===== src/rtl/ins_fetch_pkg.sv =====
// Shared fetch definitions: instruction width, halt encoding and fetch state.
// Decode and the ROM wrapper use the same constants.
package ins_fetch_pkg;

    localparam int INS_W = 16;
    localparam logic [INS_W-1:0] HALT_WORD = 16'hEFFF;

    typedef enum logic {
        FETCH_RUN  = 1'b0,
        FETCH_HALT = 1'b1
    } fetch_state_e;

endpackage


===== src/rtl/ins_fetch.sv =====
// Instruction fetch: drives the ROM byte address, tags returned words with the
// address they came from, and presents them to decode over valid/ready.
module ins_fetch
    import ins_fetch_pkg::*;
#(
    parameter int NS = 7
) (
    input  logic             clk,
    input  logic             rst,
    output logic [NS:0]      pc_out,
    input  logic [INS_W-1:0] ins_in,
    output logic [INS_W-1:0] ir,
    output logic [NS:0]      ir_pc,
    output logic             ir_valid,
    input  logic             ir_ready,
    input  logic             redirect,
    input  logic [NS:0]      redirect_pc,
    output logic             halted
);

    localparam logic [NS:0] STEP = {{(NS-1){1'b0}}, 2'b10};

    fetch_state_e     state_q, state_d;
    logic [NS:0]      pc_q, pc_d;
    logic [NS:0]      exp_pc_q, exp_pc_d;
    logic [NS:0]      req_pc_q, req_pc_d;
    logic             req_v_q, req_v_d;
    logic [INS_W-1:0] ir_q, ir_d;
    logic [NS:0]      ir_pc_q, ir_pc_d;
    logic             ir_valid_q, ir_valid_d;
    logic             run, capture;
    logic [NS:0]      target;

    // Ask for the word after E when the ROM is already on E, otherwise (re)request E.
    // A word whose tag no longer matches exp_pc is simply never captured.
    function automatic logic [NS:0] next_pc(input logic [NS:0] cur, input logic [NS:0] e);
        return (cur == e) ? e + STEP : e;
    endfunction

    always_comb begin
        run        = (state_q == FETCH_RUN);
        target     = {redirect_pc[NS:1], 1'b0};
        capture    = run && req_v_q && (req_pc_q == exp_pc_q)
                     && (!ir_valid_q || ir_ready) && !redirect;
        state_d    = state_q;
        pc_d       = pc_q;
        exp_pc_d   = exp_pc_q;
        req_pc_d   = run ? pc_q : req_pc_q;
        req_v_d    = run;
        ir_d       = ir_q;
        ir_pc_d    = ir_pc_q;
        ir_valid_d = ir_valid_q;

        if (run && redirect) begin
            exp_pc_d   = target;
            pc_d       = target;
            ir_valid_d = 1'b0;
        end else begin
            if (capture) begin
                ir_d       = ins_in;
                ir_pc_d    = exp_pc_q;
                ir_valid_d = 1'b1;
                exp_pc_d   = exp_pc_q + STEP;
                if (ins_in == HALT_WORD) begin
                    state_d = FETCH_HALT;
                end
            end else if (ir_valid_q && ir_ready) begin
                ir_valid_d = 1'b0;
            end
            if (run) begin
                pc_d = next_pc(pc_q, exp_pc_d);
            end
        end
    end

    always_ff @(posedge clk or negedge rst) begin
        if (!rst) begin
            state_q    <= FETCH_RUN;
            pc_q       <= '0;
            exp_pc_q   <= '0;
            req_pc_q   <= '0;
            req_v_q    <= 1'b0;
            ir_q       <= '0;
            ir_pc_q    <= '0;
            ir_valid_q <= 1'b0;
        end else begin
            state_q    <= state_d;
            pc_q       <= pc_d;
            exp_pc_q   <= exp_pc_d;
            req_pc_q   <= req_pc_d;
            req_v_q    <= req_v_d;
            ir_q       <= ir_d;
            ir_pc_q    <= ir_pc_d;
            ir_valid_q <= ir_valid_d;
        end
    end

    assign pc_out   = pc_q;
    assign ir       = ir_q;
    assign ir_pc    = ir_pc_q;
    assign ir_valid = ir_valid_q;
    assign halted   = (state_q == FETCH_HALT);

endmodule


===== config.mk =====
export PLATFORM = sky130hd
export DESIGN_NAME = ins_fetch
export DESIGN_NICKNAME = d
export VERILOG_FILES = /design/src/rtl/ins_fetch_pkg.sv /design/src/rtl/ins_fetch.sv
export SDC_FILE = /design/constraint.sdc
export NUM_CORES = 1
export LEC_CHECK = 0
export ABC_AREA = 0
export CELL_PAD_IN_SITES_DETAIL_PLACEMENT = 2
export CELL_PAD_IN_SITES_GLOBAL_PLACEMENT = 2
export CORE_ASPECT_RATIO = 0.8
export CORE_MARGIN = 2
export CORE_UTILIZATION = 32
export DETAILED_ROUTE_END_ITERATION = 8
export PLACE_DENSITY = 0.79
export SLEW_MARGIN = 20
export SYNTH_ARGS = -nofsm -noshare
export SYNTH_HDL_FRONTEND = slang
export SYNTH_SLANG_ARGS = --single-unit

===== constraint.sdc =====
create_clock -name clk -period 3.86 [get_ports clk]
set_clock_uncertainty 0.15 [all_clocks]
set_input_delay 0.386 -clock clk [delete_from_list [all_inputs] [get_ports clk]]
set_output_delay 0.386 -clock clk [all_outputs]
set_load 0.01 [all_outputs]

==> results.md, run 1 <==
Logic synthesis:
- After synthesis, the netlist uses 52 different library cells.
- For this run, asynchronously set or reset flops after synthesis account for 100%.
- Averaged over all synthesized cells, the footprint is between 10 and 15 um2.
- The main combinational cell family by area after synthesis is simple AND/OR/NAND/NOR gates.
- Measured against the total synthesized area, the mux share comes to around 14%.
- The cell area that synthesis handed to floorplanning was about 0.0026 mm2.
- The top cell type by area accounts for a little under half of the synthesized area.
- Synthesis produced a netlist with a net count of 262.
- The area share of and/or/nand/nor cells after synthesis is around 17%.
- After synthesis the netlist holds a flip-flop and latch count of between 40 and 50.
- In the synthesized netlist, the cells that appear most often are sky130_fd_sc_hd__dfrtp_1 (49), sky130_fd_sc_hd__mux2_2 (31), sky130_fd_sc_hd__nand2_1 (16).
- Sequential elements use a little under half of the synthesized area.
- After technology mapping, the gate count stands at about 230.
- By area the synthesized netlist is led by sky130_fd_sc_hd__dfrtp_1 (47%), sky130_fd_sc_hd__mux2_2 (13%), sky130_fd_sc_hd__xnor2_1 (4.7%).
- The number of enable flip-flop cells after synthesis is 0.
- The compound-cell area share of the yosys netlist is 8.68%.
- The most instantiated flip-flop cell in the synthesis netlist is sky130_fd_sc_hd__dfrtp_1.
- Of the total synthesized cell area, the portion taken by XOR and XNOR cells is 8.83%.
- The Yosys step of the flow raised 0 warnings.
- Of the total synthesized cell area, the portion taken by full adders, half adders and majority gates is 0.954%.
- Among all cell types in the netlist, the one instantiated most often is sky130_fd_sc_hd__dfrtp_1.
- The leading area contributor after synthesis is sky130_fd_sc_hd__dfrtp_1.

Placement:
- At the end of routability-driven placement, the weighted congestion stood at between 0.7 and 0.8.
- The count of buffers added on input and output ports is 59.
- The number of placed instances, taps included, is slightly below 400.
- The wire-length estimate of the detail-placed layout is between 5 and 6 mm.
- The worst slack after detailed placement is 0.287 ns.

Global route:
- The global routing usage on met3 is between 2 and 3%.
- The first-pass GRT wire length is around 13 mm.
- Entering global routing, the biggest net connects 50 pins.
- In this run the most used layer during global routing was met2.
- In the global route stage, overall resource usage came out at between 10% and 20%.
- The via count of the first global-routing pass came to 2342.
- Global routing used 26.6% of the available met1 tracks.
- Global routing used a little under a third of the available met2 tracks.
- For this run the aggregate overflow at the end of global routing stands at 0.
- The number of antenna violations at the first check in global routing was 0.

STA:
- The worst-margin pin slew is 0.658 ns.
- Setup violations remaining at the end of the flow were counted as 0.
- Summed over all failing endpoints, the final setup total negative slack is 0 ns.
- Headroom to the max-slew limit came out at 56.1%.
- The max-slew violation count is 0.
- The post-layout worst setup margin is ~0.36 ns.
- The part of the cycle the worst path needs is between 90 and 100%.
- Static timing analysis puts the maximum clock frequency at approximately 0.29 GHz.
- The time the final worst path needs with I/O delays and setup is roughly 3.5 ns.
- The final-report hold violation count is 0.
- Setup repair after global routing left no endpoint under its margin.

Drt:
- The total wirelength of the detailed-routed design is roughly 8 mm.
- Dividing the detail-routed via count by the number of cells gives between 5 and 6.
- The final route contains between 2000 and 2500 vias.
- The post-detailed-route count of antenna-violating nets is 0.
- After detailed routing, the number of remaining DRC violations is 0.
- In this run, the number of DRC markers left after iteration 0 of detailed routing was 97.
- In the final routed layout, each cell accounts on average for ~20 um.
- Before antenna repair, the detailed router went through 4 iterations.

Layout:
- The fill cell instance count of the final layout is 814.
- In the final layout, flip-flops and latches occupy between 0.001 and 0.0015 mm2.
- The net count of the finished layout is 321.
- Summing all multi-input logic gate instances after layout gives 0.00131 mm2.
- Of the cells placed in the final design, the portion with a size suffix greater than 1 is between 15 and 20%.
- The layout overhead on the synthesized area is 31.3%.
- Leaving out filler cells and counting taps, the final layout contains 400.
- The antenna cell count is 0.

CTS:
- The cell sitting at the root of the clock tree is a sky130_fd_sc_hd__clkbuf_8.
- The maximum number of buffers from clock root to sink is 2.
- After clock tree synthesis, the clock-pin slew on the worst setup and hold paths is roughly 0.1 ns.
- The number of cells upsized or downsized after cts is 0.
- The TritonCTS clock tree is done.
- The post-CTS setup buffer count is 0.
- For this design, the CTS-stage hold fixing added 0 buffers.
- The H-tree depth is 2.
- The number of buffers created by CTS is 5.
- The clock reaches the later pin of the worst-skew pair after 0.31 ns.
- The clock drives 49 sinks.

Setup path:
- Grouping stages by cell kind, the critical path spends the most delay in simple AND/OR/NAND/NOR gates.
- The maximum fanout along the worst path is 9.
- The largest single stage delay on the critical path is around 0.53 ns.
- Together, buffers and inverters on the worst path number 1.
- The type of the worst setup path is register to register.
- The worst setup path is launched from a register.
- The signal on the critical path passes through xnor2_1, nand4_2, nor3_4, mux2_2, ha_1, inv_1, or3_1, nor4_1, xor2_1, o21ai_1.
- Data on the critical path is required at its endpoint by approximately 3.9 ns.
- The arrival time at the worst endpoint is ~3.6 ns.
- The slowest stage of the critical path is the sky130_fd_sc_hd__dfrtp_1 cell.
- The worst setup path is captured at a register.
- The worst register-to-register path has a setup slack of around 0.36 ns.

Pwr:
- IR analysis of the VDD net gives a maximum drop of 0.187 mV.
- In this run the power density over the cells is 282 mW/mm2.
- The leakage power is approximately 1.5 nW.

Floorplanning:
- The chip height is about 85 um.
- The row count is 29.
- The overall die area is 0.00894 mm2.
- For this configuration, the core starts out at a cell density of 33.0%.
- The die outline width is 105 um.
- The boundary pin count is 62.
- The area of the placeable core is 0.00795 mm2.

Run:
- Across the run, the number of max-cap violations was 0.

Status:
- The flow ran to the end, and the final reports show no timing, DRC or antenna violations.

Hold path:
- The worst hold path belongs to the class primary input to asynchronous set/reset pin.
==> worst register-to-register path, delay by kind of cell, from the launching register on <==
family / cells / cell delay (ns)
DFF: 1 / 0.53
xor gates and xnor gates: 2 / 0.56
muxes: 1 / 0.25
buffers and inverters: 1 / 0.06
adders and majority gates: 1 / 0.17
and+or+nand+nor: 4 / 1.57
AOI/OAI and AO/OA: 1 / 0.09
==> per-stage QoR <==
stage               hold slack, ns  utilization, %  power (W)  area [um2]
global route                0.0703            43.3    0.00100        3440
floorplan                  -0.0596               -   0.000539        2620
finish                     0.00474            43.3   0.000970        3440
detailed placement           0.346            41.8   0.000584        3320
global placement             0.335            41.8   0.000582        3320
CTS                         0.0492            43.3   0.000983        3440
==> report_power, final <==
group	internal (W)	total [W]	switching, W
Clock	0.000199	0.000397	0.000198
Sequential	0.000514	0.000516	0.00000206
Combinational	0.0000299	0.0000568	0.0000270
==> flip-flops by register name, summed over array words and instances (netlist names) <==
register / flops
pc_out: 8
ir_valid: 1
req_v_q: 1
exp_pc_q: 7
ir: 16
req_pc_q: 8
halted: 1
ir_pc: 7
==> worst paths after layout <==
kind	from	endpoint	depth (start not counted)
setup reg to reg	exp_pc_q[5]	pc_out[7]	10
min in group clk	ir[13]	ir[13]	1
setup / recovery	exp_pc_q[5]	pc_out[7]	10
hold reg to reg	ir[13]	ir[13]	1
hold / removal	rst	pc_out[6]	2
max in group asynchronous	rst	req_pc_q[4]	2
==> metal layers <==
layer	part of all wire, %	vias up	routed length [um]
met5	0	-	0
met2	50	40	3980
met1	46	1109	3720
met3	2.8	9	226
met4	1.2	0	99
li1	-	950	-
==> cells by family (layout without fill, tap and decap cells) <==
family / Yosys count / count (layout)
compound gates: 31 / 31
simple gates: 73 / 73
buf+inv: 18 / 78
fa+ha+maj: 2 / 2
flops: 49 / 49
xor+xnor: 24 / 24
other cells: 1 / 1
mux: 34 / 34
==> layout by cell type, fill, tap and decap left out, types with 3 or more instances in the layout <==
master and count:
sky130_fd_sc_hd__a21oi_1 6, sky130_fd_sc_hd__buf_4 6, sky130_fd_sc_hd__clkbuf_8 5, sky130_fd_sc_hd__clkdlybuf4s50_1 58
sky130_fd_sc_hd__dfrtp_1 49, sky130_fd_sc_hd__inv_1 5, sky130_fd_sc_hd__mux2_2 31, sky130_fd_sc_hd__mux2i_1 3
sky130_fd_sc_hd__nand2_1 16, sky130_fd_sc_hd__nand3_1 5, sky130_fd_sc_hd__nand4_1 4, sky130_fd_sc_hd__nor2_1 13
sky130_fd_sc_hd__nor2b_1 3, sky130_fd_sc_hd__nor3_1 7, sky130_fd_sc_hd__nor4_1 4, sky130_fd_sc_hd__nor4_2 3
sky130_fd_sc_hd__o21ai_0 4, sky130_fd_sc_hd__o221ai_1 4, sky130_fd_sc_hd__xnor2_1 14, sky130_fd_sc_hd__xor2_1 8
==> layout make-up <==
class	count	area share [%]
flip-flops and latches	49	35.6
well taps	108	3.92
clock inverters	3	1.45
multi-input cells	165	38.2
clock buffers	5	2.00
repair buffers	65	18.3
inverters	5	0.545
No activity file was read; power rests on OpenSTA's default activity.
==> run 2: changes to the inputs <==
--- a/config.mk
+++ b/config.mk
@@ -10,9 +10,9 @@
 export CELL_PAD_IN_SITES_GLOBAL_PLACEMENT = 2
 export CORE_ASPECT_RATIO = 0.8
 export CORE_MARGIN = 2
-export CORE_UTILIZATION = 32
+export CORE_UTILIZATION = 29
 export DETAILED_ROUTE_END_ITERATION = 8
-export PLACE_DENSITY = 0.79
+export PLACE_DENSITY = 0.76
 export SLEW_MARGIN = 20
 export SYNTH_ARGS = -nofsm -noshare
 export SYNTH_HDL_FRONTEND = slang
==> constraint.sdc (replaced) <==
create_clock -name clk -period 3.2 [get_ports clk]
set_clock_uncertainty 0.15 [all_clocks]
set_input_delay 0.32 -clock clk [delete_from_list [all_inputs] [get_ports clk]]
set_output_delay 0.32 -clock clk [all_outputs]
set_load 0.01 [all_outputs]
==> run 2 against run 1 <==
Compared with the run above:
- critical path depth grew 1
- combinational power grew 29%
- clock power grew 58%
- clock-buffer cell count is the same
- final area grew 10%
- hold slack gained 0.35 ns
- fmax grew 14%
- flip-flop and latch count is the same
- register-to-register slack lost 0.23 ns
- critical path type unchanged
- critical endpoint unchanged
- highest routed layer unchanged
==> results.md, run 2 (synthesized netlist as in run 1, its figures left out) <==
Drt:
- After detailed routing, the number of remaining DRC violations is 0.
- The overall via count from detail_route is ~2200.
- The vias per cell is about 5.0.
- The total wirelength of the detailed-routed design is approximately 9 mm.
- The pre-antenna-repair detailed-routing pass consisted of 4 iterations.
- The count of nets left with antenna violations once routing finished came out at 0.
- The routed wirelength normalized by instance count is 21.0 um.
- The detailed router's first-iteration violation count is 70.

Pwr:
- For this design the static power due to leakage is roughly 1.7 nW.
- For this design the ratio of total power to cell area is 349 mW/mm2.
- The worst voltage drop across the vdd grid is around 0.18 mV.

Floorplanning:
- The die is between 80 and 90 um tall.
- In this run the standard cell core region covers roughly 0.009 mm2.
- In this run the horizontal extent of the chip is roughly 110 um.
- The boundary pin count is between 60 and 70.
- After floorplanning, the core was divided into 31 placement rows.
- The initial core utilization is between 20% and 30%.
- The overall die area is about 0.01 mm2.

Setup path:
- The startpoint kind of the worst setup timing path is a register.
- In this run the worst path has a maximum fanout of 9.
- STA puts the critical path data required time at 3.23 ns.
- STA classifies the critical path endpoint as a register.
- The reg2reg setup slack is ~0.13 ns.
- STA puts the critical path data arrival time at about 3.1 ns.
- The type of the worst setup path is register to register.

CTS:
- For this design, the sink count on the clock tree is 49.
- The number of buffers created by CTS is 5.
- The cell sitting at the root of the clock tree is a sky130_fd_sc_hd__clkbuf_16.
- The clock-pin transition on the worst setup and hold timing paths is 0.07 ns.
- The H-tree was split into 2 levels.
- The clock latency reported for the late side of the worst-skew pair is roughly 0.30 ns.
- Counting along the longest clock path gives a buffer depth of 2.
- TritonCTS built the clock tree.

Global route:
- The via count of the first global-routing pass is roughly 2400.
- Entering global routing, the biggest net connects 32 pins.
- The first global-routing pass estimated approximately 14 mm of wire.
- The final global-route overflow total is 0.
- Global routing consumed, over all layers together, 19.3% of the routing resources.
- The number of antenna violations at the first check in global routing was 0.

Layout:
- The register with the most flip-flops in the layout has 16 of them.
- The net count of the finished layout is around 340.
- The share of layout cells above drive strength 1 is between 20 and 30%.
- The library cells used most frequently in the layout, excluding fill and tap cells, are sky130_fd_sc_hd__clkdlybuf4s50_1 (57), sky130_fd_sc_hd__dfrtp_1 (48), sky130_fd_sc_hd__mux2_2 (30).
- Once layout is complete, the utilization of the core stands at 42.5%.
- The number of antenna diodes in the final layout is 0.
- The filler cells instantiated in the layout total between 900 and 1000.
- The multi-input logic area is ~0.0014 mm2.
- Summing all non-filler instances in the final layout gives an area of 0.00379 mm2.
- The combined flip-flop and latch cell area is ~0.0012 mm2.
- Compared with the post-synthesis result, the final layout area differs by 44.6%.
- The leading cell type in the layout, fill and taps excluded is sky130_fd_sc_hd__clkdlybuf4s50_1.

Placement:
- The number of buffers inserted by port buffering is 59.
- Prior to clock tree synthesis, the placed netlist has a worst setup slack of -0.317 ns.
- The congestion estimate from routability-driven global placement came to 0.856.
- The detailed-placement wirelength estimate is approximately 6.3 mm.
- The instance area after placement is about 0.0035 mm2.

STA:
- The relative max-transition margin is roughly half.
- The worst path in the final design needs a cycle of 3.07 ns, including I/O delays and setup.
- For this run, the top clock speed supported by timing is around 0.33 GHz.
- The worst path uses between 90 and 100% of the clock period.
- The setup violation total in the final timing report is 0.
- The final-layout worst hold slack is 0.359 ns.
- The post-layout worst setup margin is roughly 0.13 ns.
- At the pin with the least slew margin, the transition time is about 0.73 ns.
- Adding up every negative setup slack in the final design gives 0 ns.
- The final-report hold violation count is 0.
- The max-slew violation count was 0.

Run:
- The max-capacitance violation count is 0.

Status:
- The run finished with clean final reports.

Hold path:
- The min-delay analysis places its worst path in the category register to register.
-- run 2: cell types whose count changed in the layout (fill, tap and decap cells not counted), sizes merged --
cell           before  now
buf                 7   28
clkdlybuf4s50      58   57
clkinvlp            0    1
dlygate4sd3         0    1
dlymetal6s2s        0    1
inv                 6    5
-- run 2: what timing repair did --
action,4_1_cts,5_1_grt
buffers inserted,0,1
endpoints found under the setup margin,1,4
hold buffers,1,0
endpoints found under the hold margin,30,0
pin swaps,0,5
gates resized for setup,2,16
-- run 2: power breakdown --
group	switching [W]	internal (W)
Combinational	0.0000349	0.0000385
Sequential	0.00000285	0.000620
Clock	0.000258	0.000371
Total	0.000296	0.00103
-- run 2: critical path, cell delays in order, from the launching register on --
cell and delay (ns):
sky130_fd_sc_hd__dfrtp_2 0.51, sky130_fd_sc_hd__xnor2_2 0.24, sky130_fd_sc_hd__nand4_2 0.18, sky130_fd_sc_hd__nor3_4 0.34
sky130_fd_sc_hd__mux2_4 0.23, sky130_fd_sc_hd__ha_1 0.17, sky130_fd_sc_hd__inv_1 0.06, sky130_fd_sc_hd__or3_4 0.40
sky130_fd_sc_hd__nor4_4 0.25, sky130_fd_sc_hd__buf_4 0.17, sky130_fd_sc_hd__xor2_2 0.15, sky130_fd_sc_hd__o21ai_1 0.09
-- run 2: final timing paths --
check,startpoint,end,cells after the start
worst max-delay path,exp_pc_q[1],pc_out[7],11
min in group asynchronous,rst,ir[6],2
max in group asynchronous,rst,exp_pc_q[1],3
worst min register to register,ir_pc[5],ir_pc[5],1
worst max register to register,exp_pc_q[1],pc_out[7],11
worst min-delay path,ir_pc[5],ir_pc[5],1
-- run 2: area by class of cell --
cell class	instances	share of cell area [%]
Timing Repair Buffer	87	21.5
Tap cell	115	3.80
Sequential cell	49	32.4
Multi-Input combinational cell	165	37.4
Inverter	5	0.495
Clock inverter	3	1.22
Clock buffer	5	3.30
-- run 2: per-stage QoR --
stage / power, W / std cells
final: 0.00132 / 429
after global routing: 0.00136 / 429
after CTS: 0.00134 / 428
after floorplan: 0.000650 / 232
after global placement: 0.000704 / 419
after detailed placement: 0.000706 / 419
-- run 2: routing by layer --
layer | vias to the layer above | wire, um | global-route usage (%)
li1 | 1001 | - | -
met1 | 1117 | 4140 | 26.1
met3 | 8 | 178 | 3.35
met4 | 0 | 80 | 4.77
met2 | 29 | 4630 | 32.5
met5 | - | 0 | 0
==> run 3: changes to the inputs <==
--- a/config.mk
+++ b/config.mk
@@ -5,11 +5,9 @@
 export SDC_FILE = /design/constraint.sdc
 export NUM_CORES = 1
 export LEC_CHECK = 0
-export ABC_AREA = 0
 export CELL_PAD_IN_SITES_DETAIL_PLACEMENT = 2
 export CELL_PAD_IN_SITES_GLOBAL_PLACEMENT = 2
 export CORE_ASPECT_RATIO = 0.8
-export CORE_MARGIN = 2
 export CORE_UTILIZATION = 29
 export DETAILED_ROUTE_END_ITERATION = 8
 export PLACE_DENSITY = 0.76
==> run 3 against run 2 <==
Compared with the run above:
- via count rose by 0.97%
- register-to-register slack gained 0.08 ns
- sequential share of layout area is 0.74 points higher
- hold slack got worse by 0.00099 ns
- critical path depth is the same
- flip-flop and latch count did not move
- non-clock buffer count increased by 2
- utilization up 0.39 points
- die area shrank 4.0%
- first-iteration DRC count is 37% higher
- clock-buffer cell count unchanged
- final area decreased by 2.3%
==> results.md, run 3 (synthesized netlist as in run 1, its figures left out) <==
Status:
- The run finished with clean final reports.

Drt:
- Once detail routing completed, the nets flagged for antenna violations numbered 0.
- The first TritonRoute pass finished after 4 iterations.
- The overall via count from detail_route is 2176.
- The vias per cell is between 5 and 6.
- The detailed-route DRC error count is 0.
- After detailed routing, the average wire length per cell comes to slightly below 20 um.
- The total wirelength of the detailed-routed design is approximately 8.5 mm.
- After the first detailed-routing iteration, the DRC count stood at between 90 and 100.

Floorplanning:
- The row count is 30.
- The area of the placeable core is roughly 0.0086 mm2.
- The die outline width is 108 um.
- Once the floorplan was initialized, standard cells occupied about 30% of the core.
- The chip height is roughly 87 um.
- The overall die area is between 0.009 and 0.01 mm2.
- The boundary pin count is between 60 and 70.

STA:
- Setup slack closes at 0.187 ns.
- The part of the cycle the worst path needs is around 94%.
- After layout, the minimum clock period comes to between 3 and 4 ns.
- The final-report hold violation count came to 0.
- Setup repair after global routing left no endpoint under its margin.
- In this run the tightest slew margin relative to its limit is ~58%.
- The achievable frequency is around 0.33 GHz.
- Across all hold checks on the routed design, the worst slack comes to ~0.36 ns.
- The max-slew violation count was 0.
- Setup violations remaining at the end of the flow were counted as 0.
- The worst-margin pin slew is around 0.63 ns.

Layout:
- The register with the most flip-flops in the layout has 16 of them.
- For this run, the share of the core covered by cells in the final layout is between 40 and 50%.
- The antenna cell count is 0.
- Leaving out fill and tap cells, the most frequent cell in the layout is sky130_fd_sc_hd__clkdlybuf4s50_1.
- Compared with the post-synthesis result, the final layout area differs by 41.2%.
- The finished cells cover 0.00370 mm2.
- The fill cell instance count of the final layout is between 800 and 900.
- The number of nets in the layout is 345.
- Leaving out fill and tap cells, the most frequent cells in the layout are sky130_fd_sc_hd__clkdlybuf4s50_1 (58), sky130_fd_sc_hd__dfrtp_1 (49), sky130_fd_sc_hd__mux2_2 (31).
- In the final layout, the share of cells above drive strength 1 is a little over a quarter.

Placement:
- OpenSTA, run right after detailed placement, puts the worst setup slack at -0.379 ns.
- Input and output buffers added on the ports amount to a little under 60.
- At the end of routability-driven placement, the weighted congestion stood at 0.834.
- Once placement finished, the instance area stood at ~0.0035 mm2.
- The detailed-placement wirelength estimate is 6.53 mm.

Setup path:
- STA classifies the critical path endpoint as a register.
- The startpoint kind of the worst setup timing path is a primary input.
- STA puts the critical path data required time at between 3 and 4 ns.
- The number of cell instances on the worst register-to-register path is 10.
- The arrival time at the worst endpoint is 3.02 ns.
- In this run the critical register-to-register path is launched from req_pc_q[0].
- The critical path is of the primary input to register type.
- The endpoint of the worst-slack reg-to-reg timing path is pc_out[2].
- Of all nets on the critical path, the largest fanout is 8.
- The reg2reg setup slack is ~0.21 ns.

Hold path:
- Along the worst hold path, the cell count comes to 1.
- The endpoint of the worst hold-timing path is ir[5].
- The startpoint identified for the worst hold timing path is ir[5].
- In this run the worst hold path is classified as register to register.

Global route:
- The total global routing track utilization is between 15 and 20%.
- The first-pass GRT wire length is 13.3 mm.
- The number of antenna violations at the first check in global routing came to 0.
- The final global-route overflow total is 0.
- The pin count of the biggest net entering global routing is 27.
- The via count of the first global-routing pass is 2394.

CTS:
- The TritonCTS clock tree is done.
- The clock sink total is approximately 50.
- In this run, CTS created clock tree buffers numbering 5.
- The longest clock path from root to sink contains 2 buffers.
- The cell sitting at the root of the clock tree is a sky130_fd_sc_hd__clkbuf_16.
- The clock latency reported for the late side of the worst-skew pair is approximately 0.29 ns.
- The H-tree depth is 2.
- After clock tree synthesis, the clock-pin slew on the worst setup and hold paths is 0.07 ns.

Pwr:
- The leakage power is between 1.5 and 2 nW.
- Across the VDD grid, the largest voltage drop is around 0.22 mV.
- The power per cell area is about 330 mW/mm2.

Run:
- The max-capacitance violation count is 0.
## run 3: timing repair
item	CTS	global route
resized for setup	1	6
setup endpoints to repair	1	4
hold buffers	1	0
setup buffers	0	1
pin swaps	1	2
hold endpoints to repair	25	0
## run 3: worst max-delay path by stage
stage	startpoint	end	slack [ns]
finish	redirect	pc_out[2]	0.19
global route	redirect	pc_out[7]	0.01
CTS	redirect	pc_out[7]	0.02
detailed placement	redirect	pc_out[7]	-0.38
global placement	redirect	pc_out[7]	-0.24
floorplan	halted	pc_out[7]	0.36
## run 3: per-stage QoR
step | total power [W] | std cells | TNS [ns]
2_1_floorplan | 0.000650 | 232 | 0
3_3_place_gp | 0.000704 | 418 | -0.544
3_5_place_dp | 0.000707 | 418 | -1.05
4_1_cts | 0.00124 | 427 | 0
5_1_grt | 0.00127 | 428 | 0
6_report | 0.00122 | 428 | 0
## run 3: worst max-delay path, cell delays in order
cell,delay (ns)
sky130_fd_sc_hd__clkdlybuf4s50_1,0.47
sky130_fd_sc_hd__nor4b_4,0.31
sky130_fd_sc_hd__nand4_4,0.16
sky130_fd_sc_hd__buf_4,0.21
sky130_fd_sc_hd__nor4_1,0.29
sky130_fd_sc_hd__buf_4,0.18
sky130_fd_sc_hd__mux2i_2,0.28
sky130_fd_sc_hd__nand2_1,0.16
sky130_fd_sc_hd__nor2_1,0.27
sky130_fd_sc_hd__mux2i_1,0.23
sky130_fd_sc_hd__o221ai_1,0.13
## run 3: layout make-up
cell class | count | area (um2) | share of cell area (%)
multi-input combinational | 165 | 1350 | 36.6
sequential | 49 | 1230 | 33.1
timing repair buffer | 89 | 817 | 22.1
tap | 112 | 140 | 3.79
clock buffer | 5 | 125 | 3.38
clock inverter | 3 | 21.3 | 0.575
inverter | 5 | 18.8 | 0.507
## run 3: power breakdown
group	internal, W	leakage [nW]	switching [W]
logic	0.0000378	0.912	0.0000339
registers	0.000620	0.650	0.00000278
clock network	0.000291	0.0702	0.000237
## run 3: layer usage
metal / vias up / GRT usage, % / wire length [um]
met4: 0 / 4.91 / 80
met1: 1106 / 26.4 / 4020
li1: 1016 / - / -
met3: 7 / 3.89 / 240
met2: 47 / 31.7 / 4130
met5: - / 0 / 0
